<file path="config.mk">
export PLATFORM = sky130hd
export DESIGN_NAME = bike_syndrome_weight
export DESIGN_NICKNAME = d
export VERILOG_FILES = /design/src/rtl/bike_syndrome_weight.sv
export SDC_FILE = /design/constraint.sdc
export NUM_CORES = 1
export LEC_CHECK = 0
export BUFFER_PORTS_ARGS = -buffer_cell sky130_fd_sc_hd__buf_2
export CAP_MARGIN = 5
export CORE_MARGIN = 1.5
export CORE_UTILIZATION = 55
export CTS_BUF_LIST = sky130_fd_sc_hd__clkbuf_4 sky130_fd_sc_hd__clkbuf_8
export CTS_CLUSTER_SIZE = 28
export DETAILED_ROUTE_END_ITERATION = 7
export GPL_ROUTABILITY_DRIVEN = 0
export GPL_TIMING_DRIVEN = 0
export PLACE_DENSITY = 0.8
export SETUP_SLACK_MARGIN = 0.1
export SLEW_MARGIN = 20
export SYNTH_ARGS = -nofsm -noshare
export SYNTH_HDL_FRONTEND = slang
export SYNTH_SLANG_ARGS = --single-unit
</file>
<file path="constraint.sdc">
create_clock -name clk -period 11.2 [get_ports clk]
set_clock_uncertainty 0.1 [all_clocks]
set_input_delay 1.12 -clock clk [delete_from_list [all_inputs] [get_ports clk]]
set_output_delay 1.12 -clock clk [all_outputs]
set_load 0.02 [all_outputs]
</file>
<file path="src/rtl/bike_syndrome_weight.sv">
// Streams the syndrome RAM word by word and accumulates its Hamming weight `s`.
// Optional BIKE_SW_POPCNT_PIPE_EN splits the popcount into two registered stages.
module bike_syndrome_weight #(
    parameter int R_BITS   = 12323,
    parameter int B_WIDTH  = 32,
    parameter int WORDS    = (R_BITS + B_WIDTH - 1) / B_WIDTH,
    parameter int LOGRBITS = $clog2(R_BITS + 1)
) (
    input  logic                       clk,
    input  logic                       resetn,
    input  logic                       start,
    output logic                       busy,
    output logic                       rd_en,
    output logic [$clog2(WORDS)-1:0]   rd_addr,
    input  logic [B_WIDTH-1:0]         rd_data,
    output logic [LOGRBITS-1:0]        s,
    output logic                       done,
    output logic                       zero
);
    localparam int AW        = $clog2(WORDS);
    localparam int PCW       = $clog2(B_WIDTH + 1);
    localparam int LAST_BITS = R_BITS - (WORDS - 1) * B_WIDTH;
    localparam logic [AW-1:0] LAST_ADDR = AW'(WORDS - 1);
`ifdef BIKE_SW_POPCNT_PIPE_EN
    localparam logic [1:0] DRAIN_LAST = 2'd2;
`else
    localparam logic [1:0] DRAIN_LAST = 2'd1;
`endif

    typedef enum logic [1:0] {IDLE, READ, DRAIN, DONE} state_t;

    state_t              state_reg, state_next;
    logic [AW-1:0]       addr_reg, addr_next;
    logic [1:0]          drain_reg, drain_next;
    logic                valid_reg, last_reg;
    logic                pc_valid_reg;
    logic [PCW-1:0]      pc_reg;
    logic [LOGRBITS-1:0] acc_reg;
    logic                zero_reg;
    logic [B_WIDTH-1:0]  mask;
    logic [B_WIDTH-1:0]  masked;
    logic                start_accept;

    // Padding bits above R_BITS in the final word are forced to zero.
    generate
        for (genvar gi = 0; gi < B_WIDTH; gi++) begin : g_mask
            assign mask[gi] = (gi < LAST_BITS);
        end
    endgenerate

    assign masked       = last_reg ? (rd_data & mask) : rd_data;
    assign start_accept = (state_reg == IDLE) && start;

    always_ff @(posedge clk or negedge resetn) begin
        if (!resetn) begin
            state_reg <= IDLE;
            addr_reg  <= '0;
            drain_reg <= '0;
        end else begin
            state_reg <= state_next;
            addr_reg  <= addr_next;
            drain_reg <= drain_next;
        end
    end

    always_comb begin
        state_next = state_reg;
        addr_next  = addr_reg;
        drain_next = drain_reg;
        case (state_reg)
            IDLE: begin
                if (start) begin
                    state_next = READ;
                    addr_next  = '0;
                end
            end
            READ: begin
                if (addr_reg == LAST_ADDR) begin
                    state_next = DRAIN;
                    addr_next  = '0;
                    drain_next = '0;
                end else begin
                    addr_next = addr_reg + AW'(1);
                end
            end
            DRAIN: begin
                if (drain_reg == DRAIN_LAST) begin
                    state_next = DONE;
                end else begin
                    drain_next = drain_reg + 2'd1;
                end
            end
            DONE:    state_next = IDLE;
            default: state_next = IDLE;
        endcase
    end

    always_ff @(posedge clk or negedge resetn) begin
        if (!resetn) begin
            valid_reg <= 1'b0;
            last_reg  <= 1'b0;
        end else begin
            valid_reg <= rd_en;
            last_reg  <= rd_en && (addr_reg == LAST_ADDR);
        end
    end

`ifdef BIKE_SW_POPCNT_PIPE_EN
    localparam int LO_W = B_WIDTH / 2;
    localparam int HI_W = B_WIDTH - LO_W;

    logic [PCW-1:0] half_lo, half_hi;
    logic [PCW-1:0] half_lo_reg, half_hi_reg;
    logic           half_valid_reg;

    always_comb begin
        half_lo = '0;
        half_hi = '0;
        for (int i = 0; i < LO_W; i++) half_lo = half_lo + PCW'(masked[i]);
        for (int i = 0; i < HI_W; i++) half_hi = half_hi + PCW'(masked[LO_W + i]);
    end

    always_ff @(posedge clk or negedge resetn) begin
        if (!resetn) begin
            half_lo_reg    <= '0;
            half_hi_reg    <= '0;
            half_valid_reg <= 1'b0;
            pc_reg         <= '0;
            pc_valid_reg   <= 1'b0;
        end else begin
            half_lo_reg    <= half_lo;
            half_hi_reg    <= half_hi;
            half_valid_reg <= valid_reg;
            pc_reg         <= half_lo_reg + half_hi_reg;
            pc_valid_reg   <= half_valid_reg;
        end
    end
`else
    logic [PCW-1:0] pc_full;

    always_comb begin
        pc_full = '0;
        for (int i = 0; i < B_WIDTH; i++) pc_full = pc_full + PCW'(masked[i]);
    end

    always_ff @(posedge clk or negedge resetn) begin
        if (!resetn) begin
            pc_reg       <= '0;
            pc_valid_reg <= 1'b0;
        end else begin
            pc_reg       <= pc_full;
            pc_valid_reg <= valid_reg;
        end
    end
`endif

    // The pipeline is always empty in IDLE, so clearing and adding never collide.
    always_ff @(posedge clk or negedge resetn) begin
        if (!resetn) begin
            acc_reg  <= '0;
            zero_reg <= 1'b0;
        end else begin
            if (start_accept) begin
                acc_reg <= '0;
            end else if (pc_valid_reg) begin
                acc_reg <= acc_reg + LOGRBITS'(pc_reg);
            end
            if (start_accept) begin
                zero_reg <= 1'b0;
            end else if (state_reg == DONE) begin
                zero_reg <= (acc_reg == '0);
            end
        end
    end

    assign busy    = (state_reg != IDLE);
    assign rd_en   = (state_reg == READ);
    assign rd_addr = addr_reg;
    assign done    = (state_reg == DONE);
    assign s       = acc_reg;
    // The final sum lands on the same edge that enters DONE, so zero is decoded live there.
    assign zero    = (state_reg == DONE) ? (acc_reg == '0) : zero_reg;

endmodule

</file>
==> impl_metrics.tcl, run 1 <==
set metrics [dict create \
    post_cts_buffers 0 \
    status "finished, final reports clean" \
    worst_pin_slew_ps 814 \
    ys.flop_type "dfrtp_1" \
    avgViaCountPerCell 5.20 \
    start_util 0.575 \
    core_area_um2 5170 \
    wl_met3_um 188 \
    cts_sinks 37 \
    setup_viol 0 \
    dieHeight_um 76.5 \
    wl_met1_um 2430 \
    power_density_nw_per_um2 267 \
    synth-compound-area-share 0.0934 \
    fin_nets 449 \
    min_period_ps 5430 \
    yosysSeqAreaShare 0.311 \
    syn2layout_area_growth_pct 16.6 \
    synthXorXnorAreaFrac 0.0530 \
    crit_path_max_fanout 10 \
    pin_count 62 \
    tns_ps 0 \
    fillCellCount 425 \
    drive_above_1_share 0.217 \
    worstHoldPathCells 0 \
    mostFrequentLayoutCells "buf_2, inv_1, dfrtp_1" \
    cts-resized-gates 0 \
    synthSimpleGateAreaFrac 0.200 \
    maxSlewViolCount 0 \
    rrSetupSlack_ps 5770 \
    die_w_um 76.5 \
    vdd_drop_max_mv 0.154 \
    ys_async_sr_fraction 1.00 \
    cts-root-buf "clkbuf_8" \
    rsz0062_at_grt "false" \
    portBuffers 61 \
    arrival_ps 5500 \
    synth-seq-cells 37 \
    cts_tree "built" \
    placed_area_um2 3370 \
    drv_cap 0 \
    final_util 0.671 \
    dp_hpwl_um 4360 \
    cp_data_required_time_ps 11270 \
    synth_top_family_by_area "adder cells" \
    cts_made_buffers 5 \
    fin_area_um2 3470 \
    first_global_vias 2103 \
    r2r_cells 19 \
    antenna_found_initial 0 \
    dr.pass1.iters 4 \
    relSlewSlack 0.457 \
    hold_buffers 0 \
    startpoint_type "flop" \
    cts.path.max_buffers 2 \
    end_kind "flop" \
    hold_viol_final 0 \
    largest_reg_flops 14 \
    ant_nets 0 \
    p_leak_uw 0.00181 \
    num_vias 2281 \
    synth_edf_count 0 \
    grt_max_degree 38 \
    rows 26 \
    drc 0 \
    syn-num-nets 381 \
    synth.area.mux_share 0.0248 \
    syn_area_um2 2970 \
    synth_warnings 0 \
    final_common_cell "buf_2" \
    clk_latency_ps 290 \
    synth_cells 300 \
    fin_crit_sh 0.485 \
    clk_pin_slew_worst_paths_ps 70 \
    die-area_um2 5860 \
    hp-class "flop to flop" \
    grtUsageTotal 0.198 \
    grt_overflow 0 \
    synth_cell_types 49 \
    drt_iter0_drc 110 \
    timing.fmax_mhz 184 \
    htree_levels 2 \
    syn_area_per_cell_um2 9.91 \
    grt_pass1_wl_um 9430 \
    finalWirelength_um 5410 \
    antennaDiodeCount 0 \
    wl_per_cell_um 12.3 \
    yosys.area_share.adder 0.257 \
    timing_worst_setup_path_type "flop to flop" \
    highest_layer "met4" \
    wl_met2_um 2750 \
]
[through the flow]
stage	hold slack, ps	cells	setup slack, ps	power [uW]
3_3_place_gp	233	431	5590	811
4_1_cts	255	439	5700	940
2_1_floorplan	231	300	5770	708
5_1_grt	272	439	5360	1030
3_5_place_dp	239	431	5510	833
6_report	252	439	5770	925
[worst max-delay path: stages (launching register included)]
cell and delay [ps]:
dfrtp_1 340, clkbuf_1 320, clkbuf_1 310, nand2b_1 180, fa_1 420, fa_1 540, inv_1 50, fa_1 490
inv_1 50, fa_1 460, fa_1 510, fa_1 490, inv_1 70, ha_1 170, inv_1 60, fa_1 390
inv_1 70, a21o_1 100, a21oi_1 70, xnor2_1 120
[metal layers]
metal / vias up / track usage
li1: 1118 / -
met1: 1113 / 0.267
met2: 44 / 0.333
met3: 6 / 0.0455
met4: 0 / 0.0278
met5: - / 0
[cell usage after synthesis, drive strengths merged (2+ instances only)]
master | count | area share
fa | 25 | 0.17
nor2 | 30 | 0.041
mux2i | 4 | 0.013
inv | 42 | 0.053
nand3 | 2 | 0.0034
o21a | 2 | 0.0050
nor3 | 2 | 0.0034
nor4 | 2 | 0.0042
and3 | 3 | 0.0063
nor2b | 7 | 0.017
a21oi | 8 | 0.013
nand4 | 5 | 0.011
dfrtp | 37 | 0.31
xnor2 | 8 | 0.024
a211oi | 3 | 0.0076
nand4b | 2 | 0.0059
mux2 | 3 | 0.011
and2 | 3 | 0.0072
nor3b | 2 | 0.0050
o21ai | 10 | 0.018
ha | 21 | 0.088
nor4b | 2 | 0.0080
a21o | 3 | 0.0076
clkbuf | 6 | 0.0076
nand2 | 14 | 0.018
o311ai | 3 | 0.0088
o31ai | 3 | 0.012
xor2 | 10 | 0.029
nand2b | 26 | 0.055
[cell families (layout without fill, tap and decap cells)]
family,count (synthesis),count (layout)
flops,37,37
xor+xnor,18,18
buf+inv,48,117
compound gates,39,39
simple gates,105,105
mux,7,7
fa+ha+maj,46,46
[path summary, 6_finish.rpt]
kind	end	start
setup / recovery	pc_reg[4]$_DFF_PN0_	last_reg$_DFF_PN0_
hold / removal	pc_valid_reg$_DFF_PN0_	valid_reg$_DFF_PN0_
setup reg to reg	pc_reg[4]$_DFF_PN0_	last_reg$_DFF_PN0_
hold reg to reg	pc_valid_reg$_DFF_PN0_	valid_reg$_DFF_PN0_
max in group asynchronous	rd_addr[5]$_DFFE_PN0P_	resetn
min in group asynchronous	s[9]$_DFFE_PN0P_	resetn
[power breakdown]
part	total (uW)	switching [uW]	internal, uW
sequential	208	29.8	178
clock	101	45.4	55.6
combinational	616	335	280
total	925	410	514
[area by class of cell]
cell class                      instances  area [um2]  share of cell area
Buffer                                  6        22.5             0.00649
Multi-Input combinational cell        215        1870               0.539
Timing Repair Buffer                   61         305              0.0880
Clock buffer                            7        96.3              0.0278
Tap cell                               70        87.6              0.0253
Clock inverter                          1        5.00             0.00144
Inverter                               42         158              0.0455
Sequential cell                        37         926               0.267
Power figures use the tool's default switching activity.
==> inputs of run 2 (changes only) <==
==> constraint.sdc (replaced) <==
create_clock -name clk -period 5.4 [get_ports clk]
set_clock_uncertainty 0.1 [all_clocks]
set_input_delay 0.54 -clock clk [delete_from_list [all_inputs] [get_ports clk]]
set_output_delay 0.54 -clock clk [all_outputs]
set_load 0.02 [all_outputs]
==> run 2 against run 1 <==
Clock-buffer cell count is the same. Combinational power increased by 120%. Wire length increased by 0.44%. Design area up 1.0%. Via count is 0.39% higher. Global-route usage did not move. Non-clock buffer count up 1. Clock power increased by 110%. Core utilization up 0.68 points. Sequential share of layout area shrank 0.27 points. Largest power group unchanged. Highest routed layer unchanged.
==> impl_metrics.tcl, run 2 (synthesis results as in run 1) <==
set metrics [dict create \
    status "finished, final reports clean" \
    p_leak_uw 0.00182 \
    crit_path_max_fanout 10 \
    ant_nets 0 \
    dieHeight_um 76.5 \
    drt_iter0_drc 119 \
    cts.path.max_buffers 2 \
    setup_viol 0 \
    mostFrequentLayoutCells "buf_2, inv_1, dfrtp_1" \
    placed_area_um2 3370 \
    drv_cap 0 \
    tns_ps 0 \
    antennaDiodeCount 0 \
    grtUsageTotal 0.198 \
    dr.pass1.iters 4 \
    antenna_found_initial 0 \
    largest_reg_flops 14 \
    rrSetupSlack_ps 340 \
    vdd_drop_max_mv 0.371 \
    cts-root-buf "clkbuf_8" \
    portBuffers 61 \
    crit_chain "buf_6 -> buf_4 -> nand2b_1 -> fa_1 -> fa_1 -> inv_1 -> fa_1 -> inv_1 -> fa_1 -> fa_1 -> fa_1 -> inv_1 -> ha_2 -> inv_1 -> fa_2 -> inv_1 -> a21o_1 -> a21oi_2 -> xnor2_1" \
    path_common_cell "fa_1" \
    cts_tree "built" \
    startpoint_type "flop" \
    worst_pin_slew_ps 816 \
    timing.fmax_mhz 197 \
    end_kind "flop" \
    grt_max_degree 38 \
    pin_count 62 \
    hold_buffers 0 \
    rsz0062_at_grt "false" \
    fin_area_um2 3500 \
    arrival_ps 5140 \
    drive_above_1_share 0.241 \
    totalPowerFinal_uw 2010 \
    finalWirelength_um 5430 \
    cp_data_required_time_ps 5470 \
    drc 0 \
    hold_viol_final 0 \
    cp_slowest_cell "fa_1" \
    min_period_ps 5060 \
    grt_overflow 0 \
    core_area_um2 5170 \
    hp-class "input port to asynchronous set/reset pin" \
    relSlewSlack 0.456 \
    fin_crit_sh 0.938 \
    fin_nets 450 \
    critical_path.max_stage_delay_ps 540 \
    num_vias 2290 \
    cts_made_buffers 5 \
    cts_sinks 37 \
    grt_pass1_wl_um 9430 \
    htree_levels 2 \
    syn2layout_area_growth_pct 17.8 \
    timing_worst_setup_path_type "flop to flop" \
    die-area_um2 5860 \
    dp_cells 431 \
    start_util 0.575 \
    layoutNonFillerInstCount 440 \
    clk_pin_slew_worst_paths_ps 70 \
    dp_hpwl_um 4360 \
    maxSlewViolCount 0 \
    die_w_um 76.5 \
    power_density_nw_per_um2 572 \
    avgViaCountPerCell 5.20 \
    fillCellCount 419 \
    whs_ps 245 \
    final_common_cell "buf_2" \
    clk_latency_ps 290 \
    first_global_vias 2102 \
    rows 26 \
    wl_per_cell_um 12.3 \
]
run 2: cell count changes in the layout (fill, tap and decap cells not counted), moves of 2 or more:
cell / change
a21oi_1: -2
a21oi_2: +2
buf_4: +2
clkbuf_1: -3
fa_1: -2
fa_2: +2
run 2: power breakdown:
| group | internal [uW] | switching (uW) | total [uW] |
|---|---|---|---|
| Sequential | 370 | 61.6 | 432 |
| Clock | 115 | 95.4 | 211 |
| Combinational | 637 | 726 | 1360 |
run 2: path summary, 6_finish.rpt:
check,to,depth (start not counted),startpoint
setup / recovery,pc_reg[4]$_DFF_PN0_,19,last_reg$_DFF_PN0_
hold / removal,s[9]$_DFFE_PN0P_,1,resetn
setup reg to reg,pc_reg[4]$_DFF_PN0_,19,last_reg$_DFF_PN0_
hold reg to reg,pc_valid_reg$_DFF_PN0_,0,valid_reg$_DFF_PN0_
max in group asynchronous,rd_addr[5]$_DFFE_PN0P_,1,resetn
min in group clk,pc_valid_reg$_DFF_PN0_,0,valid_reg$_DFF_PN0_
run 2: repair_timing:
item | in CTS | in global routing
buffers inserted | 0 | 1
pin swaps | 1 | 8
gates resized for setup | 5 | 9
setup endpoints to repair | 3 | 3
run 2: cell type report:
| cell class | count | area (um2) | area share |
|---|---|---|---|
| Tap cell | 70 | 87.6 | 0.0250 |
| Buffer | 6 | 35.0 | 0.0100 |
| Sequential cell | 37 | 926 | 0.264 |
| Timing Repair Buffer | 62 | 313 | 0.0893 |
| Clock buffer | 7 | 96.3 | 0.0275 |
| Inverter | 42 | 158 | 0.0450 |
| Multi-Input combinational cell | 215 | 1880 | 0.538 |
| Clock inverter | 1 | 5.00 | 0.00143 |
run 2: routing by layer:
| metal | global-route usage | share of wire | up-vias |
|---|---|---|---|
| met3 | 0.0455 | 0.034 | 6 |
| met1 | 0.268 | 0.45 | 1118 |
| met4 | 0.0278 | 0.0057 | 0 |
| met5 | 0 | 0 | - |
| li1 | - | - | 1121 |
| met2 | 0.332 | 0.51 | 45 |
run 2: worst max-delay path, delay by kind of cell (launching register included):
kind,cells,cell delay (ps)
adders and majority gates,8,3420
AOI/OAI and AO/OA,2,180
buffers and inverters,7,590
DFF,1,390
xor gates and xnor gates,1,120
and+or+nand+nor,1,150
run 2: per-stage QoR:
step / worst slack (ps) / util
2_1_floorplan: 307 / -
3_3_place_gp: -14.5 / 0.651
3_5_place_dp: -75.9 / 0.651
4_1_cts: 136 / 0.673
5_1_grt: 127 / 0.677
6_report: 336 / 0.677
==> inputs of run 3 (changes only) <==
--- a/config.mk
+++ b/config.mk
@@ -5,6 +5,7 @@
 export SDC_FILE = /design/constraint.sdc
 export NUM_CORES = 1
 export LEC_CHECK = 0
+export ABC_AREA = 1
 export BUFFER_PORTS_ARGS = -buffer_cell sky130_fd_sc_hd__buf_2
 export CAP_MARGIN = 5
 export CORE_MARGIN = 1.5
==> run 3 against run 2 <==
Synthesized cell count up 24%. Clock-buffer cell count decreased by 1. Combinational power fell by 4%. Critical path depth decreased by 1. Non-clock buffer count increased by 1. Design area increased by 2.4%. Wire length up 11%. Sequential power shrank 2%. Synthesized area increased by 2.9%. Flip-flop and latch count unchanged. Register-to-register slack better by 30 ps.
==> impl_metrics.tcl, run 3 <==
set metrics [dict create \
    final_common_cell "nand2_1" \
    yosysSeqAreaShare 0.302 \
    portBuffers 61 \
    fin_nets 525 \
    die-area_um2 6020 \
    synth_area_leaders "dfrtp_1, fa_1, nand2_1, ha_1, inv_1" \
    dp_cells 504 \
    startpoint_type "flop" \
    status "finished, final reports clean" \
    cp_data_required_time_ps 5480 \
    rows 26 \
    ys_async_sr_fraction 1.00 \
    critical_path.max_stage_delay_ps 590 \
    drc 0 \
    r2r_cells 18 \
    yosysTopAreaCell "dfrtp_1" \
    dr.pass1.iters 4 \
    cp_slowest_cell "fa_1" \
    htree_levels 2 \
    end_kind "flop" \
    hp-class "input port to asynchronous set/reset pin" \
    path_common_cell "fa_1" \
    dp_hpwl_um 4810 \
    synth_cell_types 41 \
    arrival_ps 5120 \
    drive_above_1_share 0.238 \
    cts_sinks 37 \
    syn2layout_area_growth_pct 17.2 \
    hold_buffers 0 \
    rrSetupSlack_ps 360 \
    layoutNonFillerInstCount 515 \
    ys.flop_type "dfrtp_1" \
    syn-num-nets 454 \
    r2r_end "pc_reg[5]$_DFF_PN0_" \
    synth-seq-cells 37 \
    mostFrequentLayoutCells "nand2_1, inv_1, buf_2" \
    rsz0062_at_grt "false" \
    vdd_drop_max_mv 0.377 \
    cts_made_buffers 5 \
    pin_count 62 \
    syn_area_um2 3060 \
    timing.rr.start "last_reg$_DFF_PN0_" \
    timing.critical_path.from "last_reg$_DFF_PN0_" \
    cts-root-buf "clkbuf_8" \
    drv_cap 0 \
    hold_viol_final 0 \
    relSlewSlack 0.465 \
    die_w_um 77.6 \
    synth_common_cells "nand2_1, inv_1, dfrtp_1, nor2_1, fa_1" \
    synth_warnings 0 \
    dieHeight_um 77.6 \
    maxSlewViolCount 0 \
    avgViaCountPerCell 5.01 \
    syn_area_per_cell_um2 8.21 \
    grt_max_degree 38 \
    whs_ps 232 \
    fin_crit_sh 0.933 \
    core_area_um2 5240 \
    drt_iter0_drc 123 \
    synth_cells 373 \
    start_util 0.585 \
    crit_chain "inv_2 -> buf_4 -> nand2_1 -> fa_1 -> fa_1 -> inv_1 -> fa_1 -> fa_1 -> fa_1 -> inv_1 -> fa_1 -> inv_1 -> ha_1 -> nand2_1 -> nor2_1 -> a211oi_2 -> nor2_1 -> o21a_1" \
    min_period_ps 5040 \
    largest_reg_flops 14 \
    synth.most_common_cell "nand2_1" \
    grt_pass1_wl_um 10400 \
    timing.fmax_mhz 198 \
    wl_per_cell_um 11.7 \
    finalWirelength_um 6050 \
    antennaDiodeCount 0 \
    antenna_found_initial 0 \
    power_density_nw_per_um2 534 \
    worst_pin_slew_ps 803 \
    ant_nets 0 \
    first_global_vias 2391 \
    num_vias 2578 \
    clk_pin_slew_worst_paths_ps 80 \
    timing_worst_setup_path_type "flop to flop" \
    cts_tree "built" \
    setup_viol 0 \
    clk_latency_ps 290 \
    yosysTopAreaCellShare 0.302 \
    synth_edf_count 0 \
    cts.path.max_buffers 2 \
    grtUsageTotal 0.213 \
    crit_path_max_fanout 10 \
    grt_overflow 0 \
    p_leak_uw 0.00204 \
]
[run 3: worst max-delay path: cells and delay by family, from the launching register on]
| kind | cells | cell delay, ps |
|---|---|---|
| adders and majority gates | 7 | 3310 |
| buffers and inverters | 5 | 470 |
| DFF | 1 | 440 |
| AOI/OAI and AO/OA | 2 | 350 |
| and+or+nand+nor | 4 | 260 |
[run 3: cell type report]
type	instances	area, um2
plain buffers	5	51.3
clock buffers	6	76.3
clock inverters	2	10.0
fillers	424	1650
inverters	72	278
multi-input cells	259	1830
flip-flops and latches	37	927
well taps	70	87.6
repair buffers	64	328
[run 3: per-layer routing]
| metal | track usage | up-vias | part of all wire |
|---|---|---|---|
| met5 | 0 | - | 0 |
| met4 | 0.0418 | 0 | 0.0073 |
| met3 | 0.0365 | 7 | 0.039 |
| met2 | 0.356 | 59 | 0.50 |
| met1 | 0.294 | 1219 | 0.45 |
| li1 | - | 1293 | - |
[run 3: worst max path at each step]
stage | end | cells past startpoint
detailed placement | pc_reg[4]$_DFF_PN0_ | 17
global placement | pc_reg[4]$_DFF_PN0_ | 17
global route | pc_reg[5]$_DFF_PN0_ | 18
CTS | pc_reg[4]$_DFF_PN0_ | 17
finish | pc_reg[5]$_DFF_PN0_ | 18
floorplan | pc_reg[5]$_DFF_PN0_ | 18
[run 3: timing repair]
item                       CTS  global route
setup buffers                0             3
setup endpoints to repair    3             5
gates cloned                 0             0
gates resized for setup      3            11
[run 3: through the flow]
stage	setup slack (ps)	instance area, um2	total power [uW]	setup TNS (ps)	util
2_1_floorplan	299	3060	1410	0	-
3_3_place_gp	20.0	3450	1630	0	0.660
3_5_place_dp	-79.7	3450	1690	-140	0.660
4_1_cts	105	3550	1910	0	0.677
5_1_grt	94.0	3590	2140	0	0.685
6_report	361	3590	1920	0	0.685
[run 3: where the power goes]
| part | internal [uW] | switching [uW] | total [uW] |
|---|---|---|---|
| logic | 534 | 765 | 1300 |
| registers | 366 | 57.6 | 424 |
| clock network | 94.6 | 99.6 | 194 |
| total | 994 | 922 | 1920 |
[run 3: logic make-up after synthesis]
logic type,count (synthesis),synth area share
and+or+nand+nor,171,0.260
buffers and inverters,77,0.104
adders and majority gates,46,0.249
DFF,37,0.302
AOI/OAI and AO/OA,36,0.0678
xor gates and xnor gates,6,0.0172
